[src/rtl/ldpc_dvb_dec_cnode_restore_sched_pkg.sv]
// Shared LDPC DVB decoder types used by the check-node restore scheduler.
// Column index, degree and min-word widths live here so the decoder stages agree.
package ldpc_dvb_dec_cnode_restore_sched_pkg;

  localparam int cCOL_W = 3;
  localparam int cMIN_W = 16;

  typedef logic [cCOL_W-1:0] vn_min_col_t;
  typedef logic [cCOL_W:0]   vn_deg_t;
  typedef logic [cMIN_W-1:0] vn_min_t;

endpackage

[src/rtl/ldpc_dvb_dec_cnode_restore_sched.sv]
// Check-node restore scheduler: fetches one min word per row and replays it
// over pDEG_MAX vnode slots, masking slots beyond the row's active degree.
module ldpc_dvb_dec_cnode_restore_sched
  import ldpc_dvb_dec_cnode_restore_sched_pkg::*;
#(
  parameter int pDEG_MAX = 8,
  parameter int pROW_W   = 10
) (
  input  logic                iclk,
  input  logic                ireset,
  input  logic                iclkena,
  input  logic                istart,
  input  logic [pROW_W-1:0]   irow_num,
  input  vn_deg_t             irow_deg,
  output logic                omin_rden,
  output logic [pROW_W-1:0]   omin_raddr,
  input  vn_min_t             imin_rdat,
  input  logic [pDEG_MAX-1:0] isign_rdat,
  output logic                oval,
  output vn_min_col_t         ovnode_idx,
  output logic                ovnode_sign,
  output logic                ovnode_mask,
  output vn_min_t             ovn_min,
  output logic [pROW_W-1:0]   octx,
  output logic                obusy,
  output logic                odone
);

  localparam int cRD_LAT = 2;
  localparam vn_min_col_t cSLOT_LAST = vn_min_col_t'(pDEG_MAX - 1);
  localparam vn_deg_t cDEG_MAX = vn_deg_t'(pDEG_MAX);
  localparam logic [pROW_W-1:0] cROW_ONE = {{(pROW_W-1){1'b0}}, 1'b1};

  typedef enum logic [2:0] {
    IDLE  = 3'd0,
    FETCH = 3'd1,
    WAIT  = 3'd2,
    LOAD  = 3'd3,
    ISSUE = 3'd4,
    DONE  = 3'd5
  } state_t;

  state_t              state_r, state_nxt_s;
  logic [pROW_W-1:0]   row_cnt_r, row_nxt_s;
  vn_min_col_t         slot_cnt_r, slot_nxt_s;
  logic [pROW_W-1:0]   row_num_r;
  vn_deg_t             row_deg_r;
  logic                latch_s;
  logic [cRD_LAT-1:0]  rd_pipe_r;
  vn_min_t             min_hold_r;
  logic [pDEG_MAX-1:0] sign_hold_r;
  vn_min_t             min_sel_s;
  logic [pDEG_MAX-1:0] sign_sel_s;
  vn_deg_t             deg_lim_s;

  // next-state, row and slot counter logic
  always_comb begin
    state_nxt_s = state_r;
    row_nxt_s   = row_cnt_r;
    slot_nxt_s  = slot_cnt_r;
    latch_s     = 1'b0;
    case (state_r)
      IDLE: begin
        if (istart) begin
          latch_s     = 1'b1;
          row_nxt_s   = '0;
          slot_nxt_s  = '0;
          state_nxt_s = (irow_num == '0) ? DONE : FETCH;
        end else begin
          state_nxt_s = IDLE;
        end
      end
      FETCH: state_nxt_s = WAIT;
      WAIT:  state_nxt_s = LOAD;
      LOAD: begin
        slot_nxt_s  = '0;
        state_nxt_s = ISSUE;
      end
      ISSUE: begin
        if (slot_cnt_r == cSLOT_LAST) begin
          slot_nxt_s = '0;
          if (row_cnt_r == row_num_r - cROW_ONE) begin
            state_nxt_s = DONE;
          end else begin
            row_nxt_s   = row_cnt_r + cROW_ONE;
            state_nxt_s = FETCH;
          end
        end else begin
          slot_nxt_s  = slot_cnt_r + vn_min_col_t'(1);
          state_nxt_s = ISSUE;
        end
      end
      DONE:    state_nxt_s = IDLE;
      default: state_nxt_s = IDLE;
    endcase
  end

  // slot 0 of a row is issued straight from the read port, later slots from the hold regs
  always_comb begin
    if (state_r == LOAD) begin
      min_sel_s  = imin_rdat;
      sign_sel_s = isign_rdat;
    end else begin
      min_sel_s  = min_hold_r;
      sign_sel_s = sign_hold_r;
    end
    deg_lim_s = (row_deg_r > cDEG_MAX) ? cDEG_MAX : row_deg_r;
  end

  // control state and control outputs
  always_ff @(posedge iclk) begin
    if (ireset) begin
      state_r    <= IDLE;
      row_cnt_r  <= '0;
      slot_cnt_r <= '0;
      row_num_r  <= '0;
      row_deg_r  <= '0;
      rd_pipe_r  <= '0;
      omin_rden  <= 1'b0;
      omin_raddr <= '0;
      oval       <= 1'b0;
      obusy      <= 1'b0;
      odone      <= 1'b0;
    end else if (iclkena) begin
      state_r    <= state_nxt_s;
      row_cnt_r  <= row_nxt_s;
      slot_cnt_r <= slot_nxt_s;
      if (latch_s) begin
        row_num_r <= irow_num;
        row_deg_r <= irow_deg;
      end
      rd_pipe_r  <= {rd_pipe_r[cRD_LAT-2:0], omin_rden};
      omin_rden  <= (state_nxt_s == FETCH);
      if (state_nxt_s == FETCH) begin
        omin_raddr <= row_nxt_s;
      end
      oval  <= (state_nxt_s == ISSUE);
      obusy <= (state_nxt_s != IDLE);
      odone <= (state_nxt_s == DONE);
    end
  end

  // datapath holding and per-slot output registers
  always_ff @(posedge iclk) begin
    if (iclkena) begin
      if (rd_pipe_r[cRD_LAT-1]) begin
        min_hold_r  <= imin_rdat;
        sign_hold_r <= isign_rdat;
      end
      if (state_nxt_s == ISSUE) begin
        ovnode_idx  <= slot_nxt_s;
        ovnode_sign <= sign_sel_s[slot_nxt_s];
        ovnode_mask <= ({1'b0, slot_nxt_s} >= deg_lim_s);
        ovn_min     <= min_sel_s;
        octx        <= row_cnt_r;
      end
    end
  end

endmodule

[config.mk]
export PLATFORM = sky130hd
export DESIGN_NAME = ldpc_dvb_dec_cnode_restore_sched
export DESIGN_NICKNAME = d
export VERILOG_FILES = /design/src/rtl/ldpc_dvb_dec_cnode_restore_sched_pkg.sv /design/src/rtl/ldpc_dvb_dec_cnode_restore_sched.sv
export SDC_FILE = /design/constraint.sdc
export NUM_CORES = 1
export LEC_CHECK = 0
export BUFFER_PORTS_ARGS = -buffer_cell sky130_fd_sc_hd__clkbuf_2
export CORE_ASPECT_RATIO = 1.75
export CORE_UTILIZATION = 30
export CTS_CLUSTER_SIZE = 16
export DETAILED_ROUTE_END_ITERATION = 10
export PLACE_DENSITY = 0.59
export SETUP_SLACK_MARGIN = 0.15
export SLEW_MARGIN = 10
export SYNTH_ARGS = -nofsm -noshare
export SYNTH_HDL_FRONTEND = slang
export SYNTH_SLANG_ARGS = --single-unit
export TNS_END_PERCENT = 10
[constraint.sdc]
create_clock -name iclk -period 3.55 [get_ports iclk]
set_clock_uncertainty 0.05 [all_clocks]
set_input_delay 0.71 -clock iclk [delete_from_list [all_inputs] [get_ports iclk]]
set_output_delay 0.71 -clock iclk [all_outputs]
set_load 0.02 [all_outputs]
==> results.md <==
* Die area at 16,000 µm²
* CTS tree: done
* # DRC at 0
* Routed WL at 11.3 mm
* Post-Syn Nets at 502
* Num rows at 59
* Max-Cap Viols at 0
* Top-area cell type share of the netlist area at 35.5%
* Clock net sink count at 101
* Post-synthesis cell area at 4650 µm²
* Root buf cell: clkbuf_16
* Arrival time worst endpoint at 3000 ps
* F_max at 333 MHz
* Worst vdd ir at 0.264 mV
* Crit-path slowest cell: dfxtp_1
* Initial DRT Pass Iterations at 4
* Vias per std cell at 4.96
* N_diodes at 0
* Critical path required time at 3540 ps
* Later-pin clock latency in the skew report at 350 ps
* Synth cell types at 62
* Num CTS Buffers at 9
* Seq/Total Area, Yosys at 55.3%
* Top post-synthesis cells by area: edfxtp_1 36%, dfxtp_1 20%, nand2_1 7.3%
* Final ANT Viol Nets at 0
* Setup slack after layout at 544 ps
* Status: finished, final reports clean
* DIE WIDTH at 96.1 µm
* Placed cells at 707
* # setup viols final at 0
* FF+latch count, synth at 101
* First-iteration detailed-routing DRC count at 204
* Async set-reset flop share out of synthesis at 0%
* Global-route wire length before repair at 18.0 mm
* Fin crit share at 84.7%
* Area leader, netlist: edfxtp_1
* Average wire per standard cell at 15.6 µm
* Area grow syn2layout at 19.4%
* Type of origin of the critical path: register
* Port bufs at 86
* Crit-path max cell delay at 460 ps
* Nets@finish at 584
* Leakage at 0.00215 µW
* Total global routing overflow at 0
* DP Worst Slack at 434 ps
* Starting Density at 31.0%
* Most common cell in the netlist: nand2_1
* Multi-input gate area at 1850 µm²
* Fin. Hold Viols at 0
* # fillers at 1,518
* Avg Cell Area, Syn at 10.3 µm²
* Die height at 167 µm
* Share of cells above drive strength 1 at 24.1%
* Min Tclk post-route at 3010 ps
* Setup TNS at 0 ps
* Slew Limit Fails at 0
* Largest net degree at the start of global routing at 39
* Cell area power density at 464 nW/µm²
* Antenna violations before repair at 0
* Tot GR Track Use at 14.9%
* Hold crit path type: reg -> reg
* Post-CTS Setup Inserts at 0
* Deepest clock path buffer count at 2
* Worst Tran Pin Value at 593 ps
* Post-CTS Hold Fix Bufs at 0
* Core area at 15,000 µm²
* Vias at 3,584
* Ports at 87
* Crit-path cells: inv_1, ha_2, o21ba_2, a221oi_1, a41oi_1, a211oi_2, nand2_2, a21oi_4, o21ai_0, inv_1, buf_12
* Synth top cells by count: 90 x nand2_1, 55 x edfxtp_1, 46 x dfxtp_1, 36 x nor2_1, 31 x a21oi_1
* Rel. slew slack at 60.3%
* Cell count after synthesis at 453
* Detailed placement HPWL at 8.48 mm
* Vias in the first global route at 3,481
* RSZ-0062 raised after global routing: no
* Most frequent CP cell: inv_1
* Setup Crit Path Kind: reg -> reg
* CTS H-tree depth at 3
* Worst-path clk slew at 70 ps
* GPL Wtd Cong at 0.830
* Synth warn at 0
* Post-cts repair resize count at 0
* Register area at 2570 µm²
* Main synth FF type: edfxtp_1
* Max FO, Critical Path at 31
* Critical Path End Type: register
* Final Non-Filler Cells at 723
* Number of synthesized flops with an enable pin at 55
## critical path, delay by kind of cell (launching register included)
family / cells / cell delay (ps)
adder cells (fa/ha/maj): 1 / 280
AO/OA/AOI/OAI: 6 / 1260
buffers and inverters: 3 / 420
flip-flops: 1 / 460
AND/OR/NAND/NOR: 1 / 230
## cells in the final DEF, fill, tap and decap left out, types with 6 or more instances in the layout
cell type	n
nand2_1	90
clkbuf_2	86
edfxtp_1	55
dfxtp_1	46
nor2_1	36
a21oi_1	31
o21ai_0	16
inv_1	16
a31oi_1	10
clkbuf_16	9
nand2b_1	8
mux2i_1	8
xnor2_1	8
buf_4	8
xor2_1	7
nand3_1	7
nor3_1	6
or3_1	6
ha_1	6
## final timing paths
check	startpoint	end	slack (ps)	depth (start not counted)
max	row_num_r[0]	octx[5]	540	11
min	row_deg_r[0]	row_deg_r[0]	410	2
max reg2reg	row_num_r[0]	octx[5]	540	11
min reg2reg	row_deg_r[0]	row_deg_r[0]	410	2
## state kept, by name, summed over array words and instances (netlist names), 4 cells and up
| register | flops |
|---|---|
| octx | 10 |
| min_hold_r | 16 |
| omin_raddr | 10 |
| row_cnt_r | 10 |
| sign_hold_r | 8 |
| row_deg_r | 4 |
| row_num_r | 10 |
| ovn_min | 16 |
## cell families after synthesis
family | Yosys count | synth area share [%]
simple gates | 182 | 18.1
flops | 101 | 55.3
compound gates | 97 | 14.3
buf+inv | 41 | 4.85
xor+xnor | 15 | 2.83
mux | 10 | 2.69
fa+ha+maj | 7 | 1.88
## per-layer routing
layer / vias up / part of all wire (%) / GRT usage, %
met4: 0 / 2.2 / 5.26
met2: 118 / 53 / 26.0
met1: 1659 / 39 / 17.4
met5: - / 0 / 0
li1: 1785 / - / -
met3: 22 / 5.2 / 3.15
## stage by stage
step / total power (µW) / cell area (µm²) / util [%] / hold WS [ps]
2_1_floorplan: 1490 / 4650 / - / 356
3_3_place_gp: 1570 / 5230 / 34.9 / 392
3_5_place_dp: 1580 / 5230 / 34.9 / 401
4_1_cts: 2610 / 5550 / 37.0 / 412
5_1_grt: 2690 / 5550 / 37.0 / 428
6_report: 2570 / 5550 / 37.0 / 413
## power breakdown
part / internal [µW] / switching, µW
clock: 564 / 461
combinational: 107 / 156
sequential: 1260 / 28.5
## area by class of cell
cell class	count	share of cell area (%)
well taps	183	4.13
multi-input cells	311	33.4
flip-flops and latches	101	46.4
clock inverters	7	1.69
clock buffers	9	4.06
repair buffers	95	9.20
inverters	17	1.15
Power figures use the tool's default switching activity.
